## config.mk

```make
export PLATFORM = sky130hd
export DESIGN_NAME = sseg_scan_capture_4dig
export DESIGN_NICKNAME = d
export VERILOG_FILES = /design/src/rtl/sseg_scan_capture_4dig.sv
export SDC_FILE = /design/constraint.sdc
export NUM_CORES = 1
export LEC_CHECK = 0
export CAP_MARGIN = 20
export CELL_PAD_IN_SITES_DETAIL_PLACEMENT = 1
export CELL_PAD_IN_SITES_GLOBAL_PLACEMENT = 2
export CORE_MARGIN = 8
export CORE_UTILIZATION = 41
export CTS_CLUSTER_DIAMETER = 200
export CTS_CLUSTER_SIZE = 24
export DETAILED_ROUTE_END_ITERATION = 6
export MAX_ROUTING_LAYER = met4
export PLACE_DENSITY = 0.83
export SYNTH_ARGS = -nofsm -noshare
export SYNTH_HDL_FRONTEND = slang
export SYNTH_SLANG_ARGS = --single-unit
```

## constraint.sdc

```tcl
create_clock -name clk -period 5.55 [get_ports clk]
set_input_delay 0.555 -clock clk [delete_from_list [all_inputs] [get_ports clk]]
set_output_delay 0.555 -clock clk [all_outputs]
set_load 0.005 [all_outputs]
```

## src/rtl/sseg_scan_capture_4dig.sv

```systemverilog
// sseg_scan_capture_4dig
// Receiving end of a 4-digit multiplexed seven-segment scan bus. The scan is
// synchronized, filtered for stability and demultiplexed into four held digit
// registers. A complete frame is flagged once all four digits are seen.
// Illegal digit-enable patterns set a sticky error flag.
//
// Ports:
//   clk          system clock
//   reset        asynchronous, active-high reset
//   en_dig_in    digit enables, active-low (one-hot-low when legal)
//   sseg_in      segments, active-low, bit7=dp, bits6:0=g..a
//   dig0..dig3   captured raw segment patterns (reset 8'hFF = blank)
//   frame_valid  all four digits captured since the last reset or timeout
//   frame_tick   one-clock pulse when the seen-mask completes
//   err_illegal  sticky; set on a stable illegal enable pattern
//   hex_val      (SSEG_DECODE_EN only) 4-bit decoded value per digit
//   hex_ok       (SSEG_DECODE_EN only) per-digit decode-match flag
//
// Optional feature macro: SSEG_DECODE_EN adds the hex decode outputs.
//
// FSM states:
//   state      | meaning
//   ST_SETTLE  | waiting for STABLE_CNT equal samples, then capture once
//   ST_HELD    | dwell already captured; wait for the input to change

module sseg_scan_capture_4dig #(
  parameter int STABLE_CNT = 4,
  parameter int TIMEOUT_W  = 20
) (
  input  logic       clk,
  input  logic       reset,
  input  logic [3:0] en_dig_in,
  input  logic [7:0] sseg_in,
  output logic [7:0] dig0,
  output logic [7:0] dig1,
  output logic [7:0] dig2,
  output logic [7:0] dig3,
  output logic       frame_valid,
  output logic       frame_tick,
  output logic       err_illegal
`ifdef SSEG_DECODE_EN
  ,
  output logic [15:0] hex_val,
  output logic [3:0]  hex_ok
`endif
);

  localparam logic [0:0] ST_SETTLE = 1'b0;
  localparam logic [0:0] ST_HELD   = 1'b1;

  localparam logic [7:0] STABLE_MAX = 8'(STABLE_CNT);
  localparam logic [7:0] STABLE_CAP = 8'(STABLE_CNT - 1);

  // Synchronizer and previous sample reset to the idle bus value (all
  // enables off, all segments off) so that the filter never sees a phantom
  // all-zero pattern right after reset.
  logic [11:0] sync1;
  logic [11:0] sync2;
  logic [11:0] prev;
  logic [7:0]  stab_cnt;
  logic [0:0]  state;
  logic [3:0]  seen_mask;
  logic [TIMEOUT_W-1:0] to_cnt;

  logic       same;
  logic       capture;
  logic [3:0] en_s;
  logic [7:0] seg_s;
  logic [3:0] sel;
  logic       legal_cap;
  logic       illegal_cap;
  logic [3:0] mask_next;
  logic       to_full;

  assign en_s    = sync2[11:8];
  assign seg_s   = sync2[7:0];
  assign same    = (sync2 == prev);
  assign capture = (state == ST_SETTLE) && same && (stab_cnt == STABLE_CAP);
  assign to_full = &to_cnt;

  always_comb begin
    sel = 4'b0000;
    case (en_s)
      4'b1110: sel = 4'b0001;
      4'b1101: sel = 4'b0010;
      4'b1011: sel = 4'b0100;
      4'b0111: sel = 4'b1000;
      default: sel = 4'b0000;
    endcase
  end

  assign legal_cap   = capture && (sel != 4'b0000);
  assign illegal_cap = capture && (sel == 4'b0000) && (en_s != 4'b1111);
  assign mask_next   = seen_mask | sel;

  always_ff @(posedge clk or posedge reset) begin
    if (reset) begin
      sync1 <= 12'hFFF;
      sync2 <= 12'hFFF;
    end else begin
      sync1 <= {en_dig_in, sseg_in};
      sync2 <= sync1;
    end
  end

  always_ff @(posedge clk or posedge reset) begin
    if (reset) begin
      prev     <= 12'hFFF;
      stab_cnt <= 8'd0;
      state    <= ST_SETTLE;
    end else begin
      prev <= sync2;
      if (!same)
        stab_cnt <= 8'd0;
      else if (stab_cnt != STABLE_MAX)
        stab_cnt <= stab_cnt + 8'd1;

      case (state)
        ST_SETTLE: if (capture) state <= ST_HELD;
        ST_HELD:   if (!same)   state <= ST_SETTLE;
        default:   state <= ST_SETTLE;
      endcase
    end
  end

  always_ff @(posedge clk or posedge reset) begin
    if (reset) begin
      dig0        <= 8'hFF;
      dig1        <= 8'hFF;
      dig2        <= 8'hFF;
      dig3        <= 8'hFF;
      seen_mask   <= 4'b0000;
      frame_valid <= 1'b0;
      frame_tick  <= 1'b0;
      err_illegal <= 1'b0;
      to_cnt      <= '0;
    end else begin
      frame_tick <= 1'b0;
      if (illegal_cap)
        err_illegal <= 1'b1;

      // A legal capture takes priority over a coincident timeout.
      if (legal_cap) begin
        to_cnt <= '0;
        if (sel[0]) dig0 <= seg_s;
        if (sel[1]) dig1 <= seg_s;
        if (sel[2]) dig2 <= seg_s;
        if (sel[3]) dig3 <= seg_s;
        if (mask_next == 4'b1111) begin
          frame_tick  <= 1'b1;
          frame_valid <= 1'b1;
          seen_mask   <= 4'b0000;
        end else begin
          seen_mask <= mask_next;
        end
      end else if (to_full) begin
        frame_valid <= 1'b0;
        seen_mask   <= 4'b0000;
      end else begin
        to_cnt <= to_cnt + TIMEOUT_W'(1);
      end
    end
  end

`ifdef SSEG_DECODE_EN
  // Returns {match, value}; dp is not part of the pattern.
  function automatic logic [4:0] decode7(input logic [6:0] p);
    logic [4:0] r;
    case (p)
      7'h40: r = 5'h10;
      7'h79: r = 5'h11;
      7'h24: r = 5'h12;
      7'h30: r = 5'h13;
      7'h19: r = 5'h14;
      7'h12: r = 5'h15;
      7'h02: r = 5'h16;
      7'h78: r = 5'h17;
      7'h00: r = 5'h18;
      7'h10: r = 5'h19;
      7'h08: r = 5'h1A;
      7'h03: r = 5'h1B;
      7'h46: r = 5'h1C;
      7'h21: r = 5'h1D;
      7'h06: r = 5'h1E;
      7'h0E: r = 5'h1F;
      default: r = 5'h00;
    endcase
    return r;
  endfunction

  logic [4:0] dec;
  assign dec = decode7(seg_s[6:0]);

  always_ff @(posedge clk or posedge reset) begin
    if (reset) begin
      hex_val <= 16'h0000;
      hex_ok  <= 4'b0000;
    end else if (legal_cap) begin
      for (int i = 0; i < 4; i++) begin
        if (sel[i]) begin
          hex_val[i*4 +: 4] <= dec[3:0];
          hex_ok[i]         <= dec[4];
        end
      end
    end
  end
`endif

endmodule

```

==> impl_results.md, run 1 <==
* DRC at 0
* Hold slack at 0.358 ns
* Post-layout nets at 384
* H-tree depth at 3
* CTS Buf Count at 9
* Yosys reg bits at 104
* Dpl cells at 492
* Total core area at around 0.010 mm²
* FILL cells at 1108
* Post-cts sizing count at 0
* Dpl ws at 2.55 ns
* Gr ovfl total at 0
* Switch share at between 20% and 30%
* Critical Path Fanout Max at 22
* Total GRT Usage at 14.4%
* Slew headroom at 43.8%
* Int Pwr at 972 µW
* P_sw at between 300 and 400 µW
* Vias in the first global route at 2793
* CTS tree: built
* Final Hold Fails at 0
* Setup Buffers After CTS at 0
* Vias at 2520
* # IOs at 49
* Sequential Power Share at 61.9%
* Max VDD drop at 0.000251 V
* Layout Utilization at between 40% and 50%
* Clock network fraction of total power at 35.2%
* Clock slew seen by the registers of the worst setup and hold paths at ~0.10 ns
* Final setup viols at 0
* Finished Layout Cells at 508
* WL/cell at 16.8 µm
* Hold path endpoint: sync2[11]$_DFF_PP1_
* Share of cells above drive strength 1 at 33.1%
* Initial antenna violation count at 0
* Worst-Margin Slew at 0.843 ns
* Worst Path Arrival at 3.32 ns
* Most common cell after layout, fill and taps aside: dfstp_2
* Async S/R FF share, synth at 100%
* Status: complete, no violations
* R2R Path End: seen_mask[1]$_DFFE_PP0P_
* Mapped Area at 0.00418 mm²
* CP startpoint kind: flop
* Ant diodes at 0
* First-pass GRT wire length at 14600 µm
* Total leakage power at ~2.1 nW
* Hold Crit Class: flop to flop
* R2r setup slk at 2.54 ns
* Clock Skew at 0.00890 ns
* Top_reg_cell synth: dfstp_2
* Setup Total Neg Slack at 0 ns
* P&R area growth vs syn at 19.1%
* Worst endpoint required time at 5.87 ns
* Share of power burned in combinational logic at 3.0%
* Reg2Reg Depth at 6
* Post-route setup slack at 2.54 ns
* Fmax at 333 MHz
* Routed Antenna Nets at 0
* Placed inst area at 0.00479 mm²
* Design Area, Final at 0.00497 mm²
* Hold_sp: sync1[11]$_DFF_PP1_
* Cts hold-fix bufs at 0
* WHS Path Cells at 0
* Worst setup EP type: flop
* Syn nets at 333
* CTS Sinks at 104
* Setup CP Type: flop to flop
* Gate count of the mapped netlist at 316
* RSZ-0062 raised after global routing: no
* Starting density of the core at between 40% and 50%
* Synth cell types at 36
* Clock Path Buffers at 2
* Yosys warns at 0
* Die Footprint at 0.0137 mm²
* Worst skew pair latency at 0.37 ns
* Most frequent cells in the layout: dfstp_2, clkdlybuf4s50_1, dfrtp_1
* Vias per cell at 4.96
* PnR Total Power at between 1 and 1.5 mW
* Cell Pwr Density at 258 mW/mm²
* Largest net degree at the start of global routing at 58
* Max cap viols at 0
* Post-Syn Area per Cell at ~13 µm²
* Slew Limit Fails at 0
* # port buffers at 48
* Period utilization at between 50 and 60%
* Clk root buf: clkbuf_8
* Final wirelength at 8510 µm
* Minimum clock period after layout at 3.01 ns
* Row count at 37
* EDFF count, synth at 0
* Hpwl dp at 5790 µm
* Die Y at 117 µm
* Register area share after synthesis at 64.3%
* DR iter-0 viols at 121
* Die width at around 120 µm
* Worst r2r src: sync2[8]$_DFF_PP1_
* Drt first pass iters at 4
* GP Congestion at 0.724
==> power by group through the flow <==
stage	sequential [mW]	clock, mW	combinational, mW
finish	0.795	0.452	0.0380
global route	0.797	0.502	0.0431
CTS	0.796	0.476	0.0396
detailed placement	0.808	0	0.0395
global placement	0.807	0	0.0383
floorplan	0.802	0	0.0248
==> state kept, by name (all words and copies together) (netlist names), 4 cells and up <==
name,cells
to_cnt,20
stab_cnt,8
dig1,8
dig2,8
seen_mask,4
dig3,8
sync2,12
sync1,12
dig0,8
prev,12
==> Yosys cell counts (2+ instances only) <==
cell     instances  area (µm²)
nor2_1          34         128
and2_1           4        25.0
nand4_1          5        31.3
nand3_1         19        95.1
ha_1             3        37.5
inv_1            4        15.0
and3_1           7        43.8
and4b_1          3        30.0
nor4_2           3        37.5
xor2_1          29         254
dfrtp_1         36         901
and4_1           5        43.8
mux2i_1          3        30.0
nor4_1           2        12.5
a22o_1           4        35.0
dfstp_2         68        1790
xnor2_1          5        43.8
buf_2            7        35.0
nand2_1         19        71.3
nor3_1           2        10.0
o21ai_0          3        15.0
mux2_2          32         360
buf_4            2        15.0
a21oi_1          5        25.0
==> worst max-delay path by stage <==
| stage | slack [ns] | endpoint | depth (start not counted) | start |
|---|---|---|---|---|
| 3_5_place_dp | 2.55 | seen_mask[3]$_DFFE_PP0P_ | 6 | sync2[8]$_DFF_PP1_ |
| 5_1_grt | 2.29 | seen_mask[1]$_DFFE_PP0P_ | 6 | sync2[8]$_DFF_PP1_ |
| 3_3_place_gp | 2.73 | seen_mask[3]$_DFFE_PP0P_ | 6 | sync2[8]$_DFF_PP1_ |
| 4_1_cts | 2.52 | seen_mask[1]$_DFFE_PP0P_ | 6 | sync2[8]$_DFF_PP1_ |
| 6_report | 2.54 | seen_mask[1]$_DFFE_PP0P_ | 6 | sync2[8]$_DFF_PP1_ |
| 2_1_floorplan | 2.38 | err_illegal$_DFFE_PP0P_ | 1 | reset |
==> cell families (layout without fill, tap and decap cells) <==
| kind of cell | Yosys count | count (layout) | share of synthesized area [%] |
|---|---|---|---|
| AO/OA/AOI/OAI | 20 | 20 | 3.30 |
| AND/OR/NAND/NOR | 106 | 106 | 13.2 |
| adder cells (fa/ha/maj) | 4 | 4 | 1.14 |
| flip-flops | 104 | 104 | 64.3 |
| multiplexers | 35 | 35 | 9.35 |
| buffers and inverters | 13 | 69 | 1.56 |
| XOR/XNOR | 34 | 34 | 7.13 |
==> routing by layer <==
metal	up-vias	track usage [%]	wire, µm	part of all wire (%)
li1	1182	-	-	-
met1	1285	16.9	3850	45
met2	44	22.9	4150	49
met3	9	5.23	389	4.6
met4	0	4.27	123	1.4
met5	-	-	0	0
==> worst max-delay path, stage by stage (launching register included) <==
cell and delay (ns):
dfstp_2 0.61, xor2_1 0.08, nor4_1 0.51, and4_1 0.39
and2_1 0.71, mux2i_1 0.45, a22o_1 0.19
==> layout make-up <==
cell class | instances | area [µm²] | area share [%]
multi-input cells | 199 | 1420 | 28.6
inverters | 4 | 17.5 | 0.352
clock buffers | 9 | 124 | 2.49
flip-flops and latches | 104 | 2690 | 54.0
repair buffers | 49 | 488 | 9.81
well taps | 136 | 170 | 3.42
clock inverters | 7 | 63.8 | 1.28
Note: power is estimated with default switching activity, not from simulation.
==> run 2: changes to the inputs <==
--- a/config.mk
+++ b/config.mk
@@ -9,12 +9,12 @@
 export CELL_PAD_IN_SITES_DETAIL_PLACEMENT = 1
 export CELL_PAD_IN_SITES_GLOBAL_PLACEMENT = 2
 export CORE_MARGIN = 8
-export CORE_UTILIZATION = 41
+export CORE_UTILIZATION = 38
 export CTS_CLUSTER_DIAMETER = 200
 export CTS_CLUSTER_SIZE = 24
 export DETAILED_ROUTE_END_ITERATION = 6
 export MAX_ROUTING_LAYER = met4
-export PLACE_DENSITY = 0.83
+export PLACE_DENSITY = 0.78
 export SYNTH_ARGS = -nofsm -noshare
 export SYNTH_HDL_FRONTEND = slang
 export SYNTH_SLANG_ARGS = --single-unit
==> constraint.sdc (replaced) <==
create_clock -name clk -period 2.8 [get_ports clk]
set_input_delay 0.28 -clock clk [delete_from_list [all_inputs] [get_ports clk]]
set_output_delay 0.28 -clock clk [all_outputs]
set_load 0.005 [all_outputs]
==> impl_results.md, run 2 (synthesized netlist as in run 1, its figures left out) <==
* Minimum clock period after layout at 2.39 ns
* Total core area at 0.0108 mm²
* Hold slack at approximately 0.21 ns
* Worst Path Arrival at 2.71 ns
* Fmax at roughly 420 MHz
* Die Footprint at 0.0146 mm²
* Max FFs per register at 20
* Cell Pwr Density at 520 mW/mm²
* CTS Buf Count at 9
* Reg2Reg Depth at 5
* Critical Path Slowest Stage Cell: dfstp_2
* Row count at 38
* Most frequent cells in the layout: dfstp_2, clkdlybuf4s50_1, dfrtp_1
* Setup Buffers After CTS at 0
* # port buffers at 48
* DR iter-0 viols at between 100 and 150
* Vias in the first global route at 2863
* Period utilization at roughly 86%
* Worst endpoint required time at between 3 and 4 ns
* Final setup viols at 0
* Final Hold Fails at 0
* CP startpoint kind: flop
* Max cap viols at 0
* Final wirelength at approximately 8700 µm
* Hold Crit Class: primary input to asynchronous set/reset pin
* Multi-input logic area at 0.00142 mm²
* Slew Limit Fails at 0
* Clock Skew at 0.00978 ns
* CP bufs+invs at 0
* RSZ-0062 raised after global routing: no
* Most flops, register: to_cnt
* Worst r2r src: sync2[8]$_DFF_PP1_
* Setup Total Neg Slack at 0 ns
* FILL cells at 1122
* Drt first pass iters at 4
* Initial antenna violation count at 0
* Max VDD drop at between 0.0002 and 0.0003 V
* H-tree depth at 3
* Post-layout nets at 387
* Die width at between 100 and 150 µm
* Clock Path Buffers at 2
* CTS tree: built
* R2R Path End: dig3[0]$_DFFE_PP1P_
* Status: complete, no violations
* Setup CP Type: flop to flop
* Total GRT Usage at 13.5%
* CP delay by family, top: simple AND/OR/NAND/NOR gates
* Gr ovfl total at 0
* Slew headroom at about three fifths
* DRC at 0
* Cts hold-fix bufs at 0
* Register Area at 0.00269 mm²
* Critical Path Max Stage Delay at just over 0.6 ns
* Clk root buf: clkbuf_8
* CTS Sinks at 104
* Worst setup EP type: flop
* Vias at 2534
* R2r setup slk at 0.41 ns
* Ordered list of cells on the worst path: xor2_1 -> nor4_1 -> and4_1 -> and2_1 -> mux2_2
* Worst skew pair latency at 0.38 ns
* Clock slew seen by the registers of the worst setup and hold paths at 0.10 ns
* Critical Path Fanout Max at 8
* Total leakage power at around 2.1 nW
* Die Y at 121 µm
* Starting density of the core at 38.7%
* Ant diodes at 0
* Worst-Margin Slew at 0.582 ns
* GP Congestion at between 0.7 and 0.8
* Share of cells above drive strength 1 at 33.6%
* WL/cell at 16.9 µm
* Routed Antenna Nets at 0
* Post-cts sizing count at 0
* Hpwl dp at between 5000 and 6000 µm
* Most common cell after layout, fill and taps aside: dfstp_2
* Largest net degree at the start of global routing at 73
* P&R area growth vs syn at 20.4%
* First-pass GRT wire length at 14800 µm
* Vias per cell at roughly 5
* # IOs at 49
## run 2: cell types whose count changed in the layout (fill, tap and decap cells not counted), sizes merged
| cell | before | now |
|---|---|---|
| buf | 1 | 4 |
| clkinv | 3 | 4 |
| inv | 7 | 5 |
| bufinv | 0 | 1 |
## run 2: worst max path at each step
stage                         from                       end  slack [ns]  cells after the start
2_1_floorplan  sync2[11]$_DFF_PP1_  seen_mask[0]$_DFFE_PP0P_        0.71                      9
3_3_place_gp    sync2[8]$_DFF_PP1_       dig3[1]$_DFFE_PP1P_        0.49                      5
3_5_place_dp    sync2[8]$_DFF_PP1_       dig3[4]$_DFFE_PP1P_        0.36                      5
4_1_cts         sync2[8]$_DFF_PP1_       dig3[0]$_DFFE_PP1P_        0.36                      5
5_1_grt         sync2[8]$_DFF_PP1_       dig3[0]$_DFFE_PP1P_        0.24                      5
6_report        sync2[8]$_DFF_PP1_       dig3[0]$_DFFE_PP1P_        0.41                      5
## run 2: layout make-up
cell class	count	share of cell area, %
Multi-Input combinational cell	199	28.3
Timing Repair Buffer	52	10.4
Clock buffer	9	2.46
Tap cell	140	3.48
Sequential cell	104	53.4
Inverter	4	0.373
Clock inverter	7	1.54
## run 2: through the flow
stage | setup WS [ns] | utilization, % | cells | instance area (µm²) | total power, mW
2_1_floorplan | 0.708 | - | 316 | 4180 | 1.64
3_3_place_gp | 0.490 | 44.7 | 499 | 4830 | 1.68
3_5_place_dp | 0.357 | 44.7 | 499 | 4830 | 1.68
4_1_cts | 0.362 | 46.6 | 515 | 5030 | 2.67
5_1_grt | 0.236 | 46.6 | 515 | 5030 | 2.73
6_report | 0.406 | 46.6 | 515 | 5030 | 2.62
## run 2: power by group
part	internal, mW	total, mW	switching, mW
Clock	0.423	0.961	0.538
Combinational	0.0335	0.0783	0.0447
Sequential	1.55	1.58	0.0250
Total	2.01	2.62	0.608
## run 2: layer usage
layer / wire, µm / up-vias / track usage [%]
met5: 0 / - / -
met1: 4050 / 1285 / 16.0
met2: 4200 / 42 / 21.2
met4: 147 / 0 / 5.62
met3: 320 / 10 / 4.01
li1: - / 1197 / -
==> run 3: changes to the inputs <==
--- a/config.mk
+++ b/config.mk
@@ -13,8 +13,9 @@
 export CTS_CLUSTER_DIAMETER = 200
 export CTS_CLUSTER_SIZE = 24
 export DETAILED_ROUTE_END_ITERATION = 6
+export HOLD_SLACK_MARGIN = 0.05
 export MAX_ROUTING_LAYER = met4
-export PLACE_DENSITY = 0.78
+export PLACE_DENSITY_LB_ADDON = 0.1
 export SYNTH_ARGS = -nofsm -noshare
 export SYNTH_HDL_FRONTEND = slang
 export SYNTH_SLANG_ARGS = --single-unit
==> impl_results.md, run 3 (synthesized netlist as in run 1, its figures left out) <==
* Drt first pass iters at 4
* Row count at 38
* Total leakage power at ~2.1 nW
* H-tree depth at 3
* Minimum clock period after layout at 2.50 ns
* Slew Limit Fails at 0
* DR iter-0 viols at 86
* Vias at 2544
* Clock Path Buffers at 2
* WL/cell at 16.8 µm
* Final Hold Fails at 0
* Setup CP Type: flop to flop
* Die Y at 121 µm
* Worst setup EP type: flop
* Ant diodes at 0
* Final setup viols at 0
* Worst Path Arrival at ~2.8 ns
* # port buffers at 48
* CTS Sinks at 104
* Cts hold-fix bufs at 0
* First-pass GRT wire length at 14400 µm
* Most frequent cells in the layout: dfstp_2, clkdlybuf4s50_1, dfrtp_1
* P&R area growth vs syn at 20.7%
* R2r setup slk at around 0.3 ns
* Critical Path Fanout Max at 8
* Worst endpoint required time at 3.09 ns
* RSZ-0062 raised after global routing: no
* Starting density of the core at 38.7%
* DRC at 0
* Period utilization at between 80% and 90%
* Total GRT Usage at 12.9%
* Fmax at 401 MHz
* Cell Pwr Density at ~530 mW/mm²
* Vias per cell at 4.96
* Worst-Margin Slew at 0.674 ns
* Worst skew pair latency at 0.37 ns
* Setup Total Neg Slack at 0 ns
* Final wirelength at 8640 µm
* Share of cells above drive strength 1 at 33.2%
* # IOs at 49
* CTS tree: built
* Slew headroom at a little over half
* Clock slew seen by the registers of the worst setup and hold paths at 0.10 ns
* Total core area at around 0.011 mm²
* Gr ovfl total at 0
* Design Area, Final at 0.00504 mm²
* Max FFs per register at 20
* GP Congestion at roughly 0.69
* Initial antenna violation count at 0
* Largest net degree at the start of global routing at 105
* Placed inst area at 0.00482 mm²
* Hold Crit Class: primary input to flop
* Routed Antenna Nets at 0
* Max VDD drop at 0.000355 V
* Die width at 121 µm
* CP startpoint kind: flop
* FILL cells at 1112
* Die Footprint at 0.0146 mm²
* Max cap viols at 0
* Hpwl dp at 5800 µm
* Post-cts sizing count at 0
* Most common cell after layout, fill and taps aside: dfstp_2
* Setup Buffers After CTS at 0
* CTS Buf Count at 9
* Clock Skew at 0.0130 ns
* Clk root buf: clkbuf_8
* Most flops, register: to_cnt
* Post-layout nets at around 390
* Status: complete, no violations
* Vias in the first global route at 2798
## run 3: changes by cell type in the layout (fill, tap and decap cells not counted)
cell,delta
buf_4,-1
clkbuf_16,+1
clkbuf_8,+1
clkinv_2,-2
clkinv_4,-1
## run 3: final timing paths
check                                     from                 endpoint  depth (start not counted)
max reg2reg                 sync2[8]$_DFF_PP1_      dig3[1]$_DFFE_PP1P_                          5
max in group asynchronous                reset    to_cnt[2]$_DFFE_PP0P_                          3
min reg2reg                sync1[11]$_DFF_PP1_      sync2[11]$_DFF_PP1_                          0
min                                 sseg_in[4]       sync1[4]$_DFF_PP1_                          1
min in group asynchronous                reset  stab_cnt[7]$_DFFE_PP0P_                          3
max                         sync2[8]$_DFF_PP1_      dig3[1]$_DFFE_PP1P_                          5
## run 3: power breakdown
part / switching [mW] / internal (mW) / leakage (nW)
Sequential: 0.0243 / 1.55 / 1.20
Combinational: 0.0449 / 0.0327 / 0.799
Clock: 0.521 / 0.499 / 0.113
Total: 0.590 / 2.08 / 2.11
## run 3: cell type report
| type | count | area, µm² | area share (%) |
|---|---|---|---|
| Tap cell | 140 | 175 | 3.47 |
| Multi-Input combinational cell | 199 | 1420 | 28.2 |
| Timing Repair Buffer | 51 | 515 | 10.2 |
| Clock buffer | 11 | 163 | 3.23 |
| Inverter | 4 | 18.8 | 0.372 |
| Clock inverter | 4 | 58.8 | 1.17 |
| Sequential cell | 104 | 2690 | 53.3 |
## run 3: stage by stage
step	instances	worst slack (ns)	power [mW]	util, %	hold slack (ns)
2_1_floorplan	316	0.708	1.64	-	0.284
3_3_place_gp	498	0.450	1.68	44.7	0.345
3_5_place_dp	498	0.282	1.68	44.7	0.347
4_1_cts	513	0.267	2.73	46.7	0.284
5_1_grt	513	0.0740	2.79	46.7	0.279
6_report	513	0.304	2.67	46.7	0.302
## run 3: metal layers
metal	vias to the layer above	GRT usage (%)	routed length, µm
li1	1189	-	-
met1	1301	15.8	4000
met2	45	20.0	4180
met3	9	3.92	355
met4	0	4.22	106
met5	-	-	0
## run 3: worst max-delay path, cell delays in order (launching register included)
cell and delay (ns):
dfstp_2 0.61, xor2_1 0.09, nor4_1 0.52, and4_1 0.39, and2_1 0.43, mux2_2 0.39
